### config.mk
export PLATFORM = sky130hd
export DESIGN_NAME = fa_bist_ctrl
export DESIGN_NICKNAME = d
export VERILOG_FILES = /design/src/rtl/fa_bist_ctrl.sv
export SDC_FILE = /design/constraint.sdc
export NUM_CORES = 1
export LEC_CHECK = 0
export ABC_AREA = 1
export CAP_MARGIN = 10
export CELL_PAD_IN_SITES_DETAIL_PLACEMENT = 0
export CELL_PAD_IN_SITES_GLOBAL_PLACEMENT = 1
export CORE_UTILIZATION = 39
export DETAILED_ROUTE_END_ITERATION = 10
export PLACE_DENSITY = 0.93
export SYNTH_ARGS = -nofsm -noshare
export SYNTH_HDL_FRONTEND = slang
export SYNTH_SLANG_ARGS = --single-unit
### constraint.sdc
create_clock -name clk -period 3.8 [get_ports clk]
set_clock_uncertainty 0.05 [all_clocks]
set_input_delay 0.76 -clock clk [delete_from_list [all_inputs] [get_ports clk]]
set_output_delay 0.76 -clock clk [all_outputs]
set_load 0.005 [all_outputs]
### src/rtl/fa_bist_ctrl.sv
// Built-in self-test controller for a full-adder: sweeps all 8 input vectors, checks each response.
// Define FA_BIST_FAILMAP_EN to add the per-vector fail_map output.
//
// state   | meaning
// S_IDLE  | results cleared, waiting for start
// S_DRIVE | vector applied, settle timer running
// S_CHECK | one-cycle compare of the DUT response against the ideal adder
// S_DONE  | results held, start launches a fresh run
module fa_bist_ctrl #(
  parameter int SETTLE_CYCLES = 2,
  parameter int PASSES        = 1,
  parameter int ERR_W         = 8
) (
  input  logic             clk,
  input  logic             rst_n,
  input  logic             start,
  input  logic             abort,
  output logic             dut_a,
  output logic             dut_b,
  output logic             dut_c,
  input  logic             dut_sum,
  input  logic             dut_carry,
  output logic             busy,
  output logic             done,
  output logic             pass,
  output logic [ERR_W-1:0] err_cnt,
  output logic             fail_valid,
  output logic [2:0]       first_fail_vec,
  output logic [1:0]       first_fail_resp
`ifdef FA_BIST_FAILMAP_EN
  ,
  output logic [7:0]       fail_map
`endif
);

  localparam int SW = (SETTLE_CYCLES > 1) ? $clog2(SETTLE_CYCLES) : 1;
  localparam int PW = (PASSES > 1) ? $clog2(PASSES) : 1;
  localparam logic [SW-1:0] SETTLE_LOAD = SW'(SETTLE_CYCLES - 1);
  localparam logic [PW-1:0] PASS_LAST   = PW'(PASSES - 1);

  typedef enum logic [1:0] {S_IDLE, S_DRIVE, S_CHECK, S_DONE} state_t;

  state_t          state, state_nxt;
  logic [2:0]      vec_idx, vec_nxt;
  logic [PW-1:0]   pass_cnt, pcnt_nxt;
  logic [SW-1:0]   settle_cnt, scnt_nxt;
  logic [ERR_W-1:0] err_nxt;
  logic            fv_nxt;
  logic [2:0]      ffv_nxt;
  logic [1:0]      ffr_nxt;
  logic            clr;
  logic [1:0]      exp_resp;
  logic            mismatch;
`ifdef FA_BIST_FAILMAP_EN
  logic [7:0]      fmap_nxt;
`endif

  // vec_idx is a register, so the stimulus is glitch-free and stable across DRIVE+CHECK
  assign {dut_a, dut_b, dut_c} = vec_idx;

  assign exp_resp = {^vec_idx,
                     (vec_idx[2] & vec_idx[1]) | (vec_idx[2] & vec_idx[0]) | (vec_idx[1] & vec_idx[0])};
  assign mismatch = ({dut_sum, dut_carry} != exp_resp);

  always_comb begin
    state_nxt = state;
    vec_nxt   = vec_idx;
    pcnt_nxt  = pass_cnt;
    scnt_nxt  = settle_cnt;
    err_nxt   = err_cnt;
    fv_nxt    = fail_valid;
    ffv_nxt   = first_fail_vec;
    ffr_nxt   = first_fail_resp;
    clr       = 1'b0;
`ifdef FA_BIST_FAILMAP_EN
    fmap_nxt  = fail_map;
`endif
    unique case (state)
      S_IDLE: begin
        clr = 1'b1;
        if (start) state_nxt = S_DRIVE;
      end
      S_DRIVE: begin
        if (abort) begin
          clr       = 1'b1;
          state_nxt = S_IDLE;
        end else if (settle_cnt == '0) begin
          state_nxt = S_CHECK;
        end else begin
          scnt_nxt = settle_cnt - SW'(1);
        end
      end
      S_CHECK: begin
        if (abort) begin
          clr       = 1'b1;
          state_nxt = S_IDLE;
        end else begin
          if (mismatch) begin
            if (err_cnt != {ERR_W{1'b1}}) err_nxt = err_cnt + ERR_W'(1);
            if (!fail_valid) begin
              fv_nxt  = 1'b1;
              ffv_nxt = vec_idx;
              ffr_nxt = {dut_sum, dut_carry};
            end
`ifdef FA_BIST_FAILMAP_EN
            fmap_nxt[vec_idx] = 1'b1;
`endif
          end
          if (vec_idx != 3'd7) begin
            vec_nxt   = vec_idx + 3'd1;
            state_nxt = S_DRIVE;
          end else if (pass_cnt != PASS_LAST) begin
            vec_nxt   = 3'd0;
            pcnt_nxt  = pass_cnt + PW'(1);
            state_nxt = S_DRIVE;
          end else begin
            state_nxt = S_DONE;
          end
        end
      end
      S_DONE: begin
        if (start) begin
          clr       = 1'b1;
          state_nxt = S_DRIVE;
        end
      end
      default: state_nxt = S_IDLE;
    endcase

    if (clr) begin
      vec_nxt  = '0;
      pcnt_nxt = '0;
      scnt_nxt = '0;
      err_nxt  = '0;
      fv_nxt   = 1'b0;
      ffv_nxt  = '0;
      ffr_nxt  = '0;
`ifdef FA_BIST_FAILMAP_EN
      fmap_nxt = '0;
`endif
    end
    // settle timer counts down from SETTLE_CYCLES-1 on every entry into DRIVE
    if (state_nxt == S_DRIVE && state != S_DRIVE) scnt_nxt = SETTLE_LOAD;
  end

  always_ff @(posedge clk) begin
    if (!rst_n) begin
      state           <= S_IDLE;
      vec_idx         <= '0;
      pass_cnt        <= '0;
      settle_cnt      <= '0;
      err_cnt         <= '0;
      fail_valid      <= 1'b0;
      first_fail_vec  <= '0;
      first_fail_resp <= '0;
      busy            <= 1'b0;
      done            <= 1'b0;
      pass            <= 1'b0;
`ifdef FA_BIST_FAILMAP_EN
      fail_map        <= '0;
`endif
    end else begin
      state           <= state_nxt;
      vec_idx         <= vec_nxt;
      pass_cnt        <= pcnt_nxt;
      settle_cnt      <= scnt_nxt;
      err_cnt         <= err_nxt;
      fail_valid      <= fv_nxt;
      first_fail_vec  <= ffv_nxt;
      first_fail_resp <= ffr_nxt;
      busy            <= (state_nxt == S_DRIVE) || (state_nxt == S_CHECK);
      done            <= (state_nxt == S_DONE);
      pass            <= (state_nxt == S_DONE) && (err_nxt == '0);
`ifdef FA_BIST_FAILMAP_EN
      fail_map        <= fmap_nxt;
`endif
    end
  end

endmodule

==> results_dict.tcl, run 1 <==
set metrics [dict create \
    status "finished clean" \
    end_kind "flip-flop" \
    grt_pass1_vias 1001 \
    firstDrtPassIters 4 \
    drv_slew 0 \
    cp.required_ns 4.01 \
    place_area_um2 1654 \
    route.detailed.drc 0 \
    cts_resized 0 \
    synth-edff-count 0 \
    synth.largest_area_cell "dfxtp_1" \
    port-buffer-count 25 \
    final.setup.tns_ns 0 \
    clkLatencyLatePin_ns 0.31 \
    switching_share 0.3353 \
    grt_pass1_wl_mm 4.512 \
    synth_flop_cell "dfxtp_1" \
    die_height_um 61.25 \
    grt_usage 0.1608 \
    powerDensity_nw_per_um2 333.8 \
    initial_utilization 0.4102 \
    drive_above_1_share 0.1033 \
    min_period_ns 2.394 \
    synth_area_leaders "dfxtp_1 34%, nand2_1 9.6%, ha_1 8.2%" \
    pre_cts_slack_ns 1.078 \
    seq_power_share 0.490 \
    setup_ws_ns 1.406 \
    synth_top_area_frac 0.3364 \
    io_pins 26 \
    synth_common_cells "35 x nand2_1, 27 x inv_1, 25 x nor2_1, 23 x dfxtp_1, 12 x nand4_1" \
    crit_chain "clkdlybuf4s50_1 -> nor2_4 -> inv_1 -> a31oi_1 -> ha_1 -> nand2_1 -> inv_1 -> nand2_1 -> nor2_1 -> nand2_1 -> nor2_2" \
    ys_ff_latch 23 \
    ant_nets 0 \
    cts_root_buf "clkbuf_4" \
    via_per_inst 4.695 \
    overflow 0 \
    p_sw_uw 188.1 \
    synth_area_um2 1369 \
    core_region_area_um2 3337 \
    slew_headroom 0.7441 \
    fp.dieW_um 61.25 \
    start_kind "input pin" \
    critPathMaxFanout 16 \
    critPathKind "input pin to flip-flop" \
    area_growth_pct 22.76 \
    grt_max_degree 18 \
    cts_buffers 3 \
    rows 21 \
    rsz0062_at_grt "false" \
    antenna_cells 0 \
    hold_viol_final 0 \
    clkPwrFrac 0.205 \
    hold_class "flip-flop to flip-flop" \
    cap_violations 0 \
    vias 1216 \
    yosys_warnings 0 \
    synth.distinct_cells 28 \
    cts_tree "built" \
    crit_slowest_cell "clkdlybuf4s50_1" \
    synthArstFlopShare 0 \
    cp_common_cell "nand2_1" \
    cts_max_level 1 \
    dieArea_um2 3751 \
    ys_seq_area_frac 0.3364 \
    synthesis.instances 186 \
    ir_drop_mv 0.1840 \
    p_leak_uw 0.0006599 \
    synth_nets 202 \
    clockBufferDepth 2 \
    drt-initial-drc-count 77 \
    post_cts_buffers 0 \
    fin_area_um2 1680 \
    antenna_found_initial 0 \
    path_buf_inv 3 \
    power.internal_uw 372.9 \
    hpwl_mm 2.120 \
    cts_hold_buf 0 \
    p_comb_frac 0.305 \
    nNetsFinal 230 \
    cts_sinks 23 \
    worst_pin_slew_ns 0.3829 \
    wire_per_inst_um 10.60 \
    avgSynthCellArea_um2 7.359 \
    clk_pin_slew_worst_paths_ns 0.13 \
    fin_crit_sh 0.6300 \
    totalWireLength_mm 2.746 \
    cp_top_family "simple AND/OR/NAND/NOR gates" \
    gp_congestion 0.8847 \
    max_freq_ghz 0.4177 \
    synth_most_common_cell "nand2_1" \
    worst_ep_arrival_time_ns 2.61 \
    cpPeakStageDelay_ns 0.50 \
    setup_violations 0 \
]
state kept, by name, indices dropped and copies added, names as in the netlist:
register         flops
pass                 1
settle_cnt           1
first_fail_vec       3
busy                 1
done                 1
state                2
err_cnt              8
first_fail_resp      2
vec_idx              3
fail_valid           1
path summary, 6_finish.rpt:
check	slack, ns	cells after the start	endpoint	startpoint
max reg2reg	1.60	12	pass	vec_idx[2]
min	0.42	2	first_fail_resp[1]	first_fail_resp[1]
min reg2reg	0.42	2	first_fail_resp[1]	first_fail_resp[1]
max	1.41	11	pass	abort
worst register-to-register path: cells and delay by family (launching register included):
kind / cells / cell delay, ns
AO/OA/AOI/OAI: 1 / 0.19
flip-flops: 1 / 0.43
buffers and inverters: 2 / 0.14
AND/OR/NAND/NOR: 8 / 0.79
adder cells (fa/ha/maj): 1 / 0.58
stage by stage:
stage	instances	hold slack, ns	utilization	power (uW)
final	259	0.4204	0.5036	560.9
after floorplan	186	0.4074	-	399.4
after CTS	259	0.4233	0.5036	569.3
after global routing	259	0.4486	0.5036	601.3
after global placement	255	0.4004	0.4957	451.9
after detailed placement	255	0.4043	0.4957	451.7
cells by family after synthesis:
| logic type | Yosys count | share of synthesized area |
|---|---|---|
| and+or+nand+nor | 102 | 0.3757 |
| buffers and inverters | 32 | 0.09872 |
| DFF | 23 | 0.3364 |
| AOI/OAI and AO/OA | 19 | 0.09232 |
| adders and majority gates | 10 | 0.09689 |
cell usage in the layout, fill, tap and decap left out, types with 3 or more instances in the layout:
cell | netlist | routed
nand4_1 | 12 | 12
a21oi_1 | 9 | 9
nand3_1 | 11 | 11
clkdlybuf4s50_1 | 0 | 25
nor3_1 | 3 | 3
clkbuf_4 | 0 | 3
dfxtp_1 | 23 | 23
inv_1 | 27 | 27
nand2_2 | 4 | 4
nor2_4 | 3 | 3
nand2_1 | 35 | 35
nor2_1 | 25 | 25
ha_1 | 9 | 9
nor2_2 | 3 | 3
layer usage:
metal  global-route usage  routed length [um]  part of all wire  vias to the layer above
met2               0.2267                1185              0.43                       25
li1                     -                   -                 -                      655
met3              0.01261                  82             0.030                        6
met4              0.08117                  57             0.021                        0
met1               0.2429                1420              0.52                      530
met5                    0                   0                 0                        -
power by group through the flow:
stage	Combinational, uW	Clock [uW]	Sequential [uW]
6_report	171	115	275
5_1_grt	195	130	277
4_1_cts	173	122	274
3_5_place_dp	172	0	280
3_3_place_gp	172	0	280
2_1_floorplan	122	0	278
layout make-up:
class	count	area, um^2
repair buffers	25	250.2
multi-input cells	131	773.2
fillers	336	1657
clock buffers	4	26.28
flip-flops and latches	23	460.4
inverters	30	112.6
well taps	46	57.56
Note: power is estimated with default switching activity, not from simulation.
==> run 2, diff against run 1 <==
--- a/config.mk
+++ b/config.mk
@@ -9,9 +9,9 @@
 export CAP_MARGIN = 10
 export CELL_PAD_IN_SITES_DETAIL_PLACEMENT = 0
 export CELL_PAD_IN_SITES_GLOBAL_PLACEMENT = 1
-export CORE_UTILIZATION = 39
+export CORE_UTILIZATION = 33
 export DETAILED_ROUTE_END_ITERATION = 10
-export PLACE_DENSITY = 0.93
+export PLACE_DENSITY = 0.84
 export SYNTH_ARGS = -nofsm -noshare
 export SYNTH_HDL_FRONTEND = slang
 export SYNTH_SLANG_ARGS = --single-unit
==> constraint.sdc (replaced) <==
create_clock -name clk -period 1.97 [get_ports clk]
set_clock_uncertainty 0.05 [all_clocks]
set_input_delay 0.394 -clock clk [delete_from_list [all_inputs] [get_ports clk]]
set_output_delay 0.394 -clock clk [all_outputs]
set_load 0.005 [all_outputs]
==> run 2 against run 1 <==
  * Register-to-register slack got worse by 1.6 ns
  * Clock power rose to 2.7 times the previous value
  * Sequential power rose by 90%
==> results_dict.tcl, run 2 (synthesized netlist as in run 1, its figures left out) <==
set metrics [dict create \
    status "finished clean" \
    setup_violations 0 \
    min_period_ns 1.952 \
    top_layer "met4" \
    powerDensity_nw_per_um2 669.8 \
    clkLatencyLatePin_ns 0.28 \
    nNetsFinal 254 \
    io_pins 26 \
    dr_wl_met3_um 65 \
    critPathMaxFanout 7 \
    start_kind "flip-flop" \
    worst_ep_arrival_time_ns 2.09 \
    route.detailed.drc 0 \
    hold_viol_final 0 \
    rows 23 \
    grt_max_degree 14 \
    layout_common_cells "33 x nand2_1, 26 x inv_1, 25 x clkdlybuf4s50_1" \
    max_freq_ghz 0.5124 \
    area_growth_pct 41.96 \
    grt_pass1_vias 1196 \
    wire_per_inst_um 11.46 \
    via_per_inst 4.603 \
    ir_drop_mv 0.4857 \
    wl_met2_mm 1.561 \
    clk_pin_slew_worst_paths_ns 0.09 \
    cap_violations 0 \
    cp.required_ns 2.11 \
    vias 1321 \
    cts_buffers 3 \
    cts_tree "built" \
    drive_above_1_share 0.2616 \
    grt_usage 0.1685 \
    hold-worst-slack_ns 0.4158 \
    p_leak_uw 0.0007960 \
    clockBufferDepth 2 \
    port-buffer-count 25 \
    gp_congestion 0.9142 \
    firstDrtPassIters 4 \
    ant_nets 0 \
    cts_max_level 1 \
    antenna_cells 0 \
    end_kind "flip-flop" \
    multiInputGateArea_um2 834.6 \
    antenna_found_initial 0 \
    cts_sinks 23 \
    worst_pin_slew_ns 0.3314 \
    reg.largest.list "err_cnt x8, first_fail_vec x3, vec_idx x3" \
    cts_hold_buf 0 \
    wirelength_met1_mm 1.591 \
    overflow 0 \
    dieArea_um2 4410 \
    totalWireLength_mm 3.288 \
    hold_class "flip-flop to flip-flop" \
    hpwl_mm 2.488 \
    regMostFlops "err_cnt" \
    rsz0062_at_grt "true" \
    fp.dieW_um 66.41 \
    nFillCells 394 \
    critPathKind "flip-flop to flip-flop" \
    final_common_cell "nand2_1" \
    largest_reg_flops 8 \
    drv_slew 0 \
    seq_area_um2 464.2 \
    fin_crit_sh 0.9906 \
    slew_headroom 0.7777 \
    initial_utilization 0.3422 \
    fin_area_um2 1943 \
    core_region_area_um2 4000 \
    drt-initial-drc-count 73 \
    cts_root_buf "clkbuf_8" \
    place_area_um2 1824 \
    grt_pass1_wl_mm 5.602 \
    die_height_um 66.41 \
]
run 2: worst max-delay path, cell delays in order (launching register included):
cell and delay (ns):
dfxtp_2 0.34, inv_2 0.04, fa_1 0.57, inv_1 0.05
nand2_1 0.06, nand2_2 0.08, nand2_4 0.10, nand3_4 0.14
o21ai_1 0.19, nand3_2 0.10, nand3_2 0.09, nor2_2 0.04
run 2: worst paths after layout:
path | from | end | slack [ns] | cells past startpoint
max | vec_idx[2] | pass | 0.02 | 11
min | first_fail_resp[1] | first_fail_resp[1] | 0.42 | 2
max reg2reg | vec_idx[2] | pass | 0.02 | 11
min reg2reg | first_fail_resp[1] | first_fail_resp[1] | 0.42 | 2
run 2: repair_timing:
action,in CTS,in global routing
pin swaps,5,5
hold endpoints to repair,0,0
setup buffers,0,1
cloned,1,0
resized for setup,4,14
setup endpoints to repair,1,16
run 2: per-stage QoR:
stage	util	setup WS (ns)	std cells	power (uW)	TNS [ns]
floorplan	-	0.06642	186	770.4	0
global placement	0.4561	-0.05221	281	960.0	-0.1512
detailed placement	0.4561	-0.1024	281	958.7	-0.2774
CTS	0.4711	0.001070	286	1277	0
global route	0.4858	-0.1286	287	1385	-0.3608
finish	0.4858	0.01843	287	1301	0
run 2: area by class of cell:
class,count,area share
Clock buffer,3,0.02125
Clock inverter,1,0.002576
Inverter,30,0.05795
Multi-Input combinational cell,132,0.4295
Sequential cell,23,0.2389
Tap cell,50,0.03220
Timing Repair Buffer,48,0.2176
run 2: routing by layer:
layer | track usage | up-vias
li1 | - | 705
met3 | 0.01724 | 5
met1 | 0.2329 | 596
met4 | 0.07979 | 0
met5 | 0 | -
met2 | 0.2589 | 15
run 2: power breakdown:
part	switching [uW]	internal, uW	total [uW]	leakage, uW
registers	19.4	503	523	0.000188
clock network	168	142	310	0.0000255
logic	244	225	469	0.000583
==> variant: new RTL, config.mk and constraints of run 2 <==
Register the inputs `start`, `abort`, `dut_sum` and `dut_carry` before use. The logic sees them one clock later.
--- a/src/rtl/fa_bist_ctrl.sv
+++ b/src/rtl/fa_bist_ctrl.sv
@@ -42,2 +42,14 @@
 
+  logic start_q;
+  logic abort_q;
+  logic dut_sum_q;
+  logic dut_carry_q;
+
+  always_ff @(posedge clk) begin
+    start_q     <= start;
+    abort_q     <= abort;
+    dut_sum_q   <= dut_sum;
+    dut_carry_q <= dut_carry;
+  end
+
   state_t          state, state_nxt;
@@ -62,3 +74,3 @@
                      (vec_idx[2] & vec_idx[1]) | (vec_idx[2] & vec_idx[0]) | (vec_idx[1] & vec_idx[0])};
-  assign mismatch = ({dut_sum, dut_carry} != exp_resp);
+  assign mismatch = ({dut_sum_q, dut_carry_q} != exp_resp);
 
@@ -80,6 +92,6 @@
         clr = 1'b1;
-        if (start) state_nxt = S_DRIVE;
+        if (start_q) state_nxt = S_DRIVE;
       end
       S_DRIVE: begin
-        if (abort) begin
+        if (abort_q) begin
           clr       = 1'b1;
@@ -93,3 +105,3 @@
       S_CHECK: begin
-        if (abort) begin
+        if (abort_q) begin
           clr       = 1'b1;
@@ -102,3 +114,3 @@
               ffv_nxt = vec_idx;
-              ffr_nxt = {dut_sum, dut_carry};
+              ffr_nxt = {dut_sum_q, dut_carry_q};
             end
@@ -121,3 +133,3 @@
       S_DONE: begin
-        if (start) begin
+        if (start_q) begin
           clr       = 1'b1;
Function: changed (a bounded check fails within 4 cycles, from zero or initial values and one cycle with rst_n low).
==> variant against run 2 <==
- count of clock-buffer cells in the layout is 1 higher
- sequential power is 19% higher
- total power grew 0.93%
- sequential share of layout area is 5.4 points higher
- critical path depth did not move
- final area decreased by 3.8%
- sequential cell count up 4
- worst setup slack better by 54 ps
- clock power up 5%
- routed wire length fell by 5.0%
- synthesized area grew 5.5%
- final cell count decreased by 4.9%
- utilization down 2.8 points
- critical endpoint unchanged
- largest power group unchanged
- highest routed layer unchanged
==> variant: results (changes against run 2) <==
top post-synthesis cells by area - dfxtp_1, nand2_1, ha_1 (unchanged)
met2 Resource Use GR - 23.9% (was 25.9%)
layout cells sized above 1 - 19.7% (was 26.2%)
share of power burned in registers - 47.3% (was 40.2%)
Least-Margin Pin Slew - 279 ps (was 331 ps)
post-synthesis cell count - 189 (was 186)
Commonest cells post-synth - nand2_1, inv_1, dfxtp_1 (was nand2_1, inv_1, nor2_1)
multi-input gate count - 127 (was 132)
Worst path max stage delay - 540 ps (was 570 ps)
non-filler instance count after layout - 273 (was 287)
met1 Use GR - 19.3% (was 23.3%)
Seq/Total Area, Yosys - 37.4% (was 33.6%)
status - finished clean (unchanged)
Final non-clock buffer share - 15.8% (was 21.8%)
CP Data Arrival Time - 2040 ps (was 2090 ps)
Synth Area in Compound Gates - 8.67% (was 9.23%)
Final nets - 240 (was 254)
clock-cell share of area - 2.41% (was 2.38%)
syn nets - 205 (was 202)
via count - 1279 (was 1321)
1st-iter DRT viols - 76 (was 73)
Mean Syn Cell Area - 7.64 um2 (was 7.36 um2)
Layout clock buffers - 4 (was 3)
Max rail drop VDD - 418 uV (was 486 uV)
Static Leak - 0.793 nW (was 0.796 nW)
placement-stage cell area - 1780 um2 (was 1820 um2)
pre-CTS WS - 21.1 ps (was -102 ps)
Post-Route M1 WL - 1.46 mm (was 1.59 mm)
[variant: cell count changes in the layout (fill, tap and decap cells not counted), sizes merged, moves of 4 or more]
cell	delta
nand2	+4
inv	+5
nand4	-7
nor2	-9
buf	-17
dfxtp	+4
nand3	+8
[variant: repair_timing]
action | in CTS | in global routing
setup endpoints to repair | 1 | 13
cloned | 0 | 1
resized for setup | 1 | 10
setup buffers | 0 | 1
pin swaps | 0 | 3
[variant: worst min path at each step]
stage / endpoint / slack [ps] / from / cells past startpoint
global placement: first_fail_resp[0] / 400 / first_fail_resp[0] / 2
detailed placement: first_fail_vec[1] / 410 / first_fail_vec[1] / 2
floorplan: abort_q / 370 / abort / 0
CTS: first_fail_vec[1] / 420 / first_fail_vec[1] / 2
finish: first_fail_vec[2] / 420 / first_fail_vec[2] / 2
global route: first_fail_vec[2] / 440 / first_fail_vec[2] / 2
[variant: tightest hold or removal path: stages (launching register included)]
cell and delay (ps):
dfxtp_1 320, nand2_1 60, a21oi_1 50
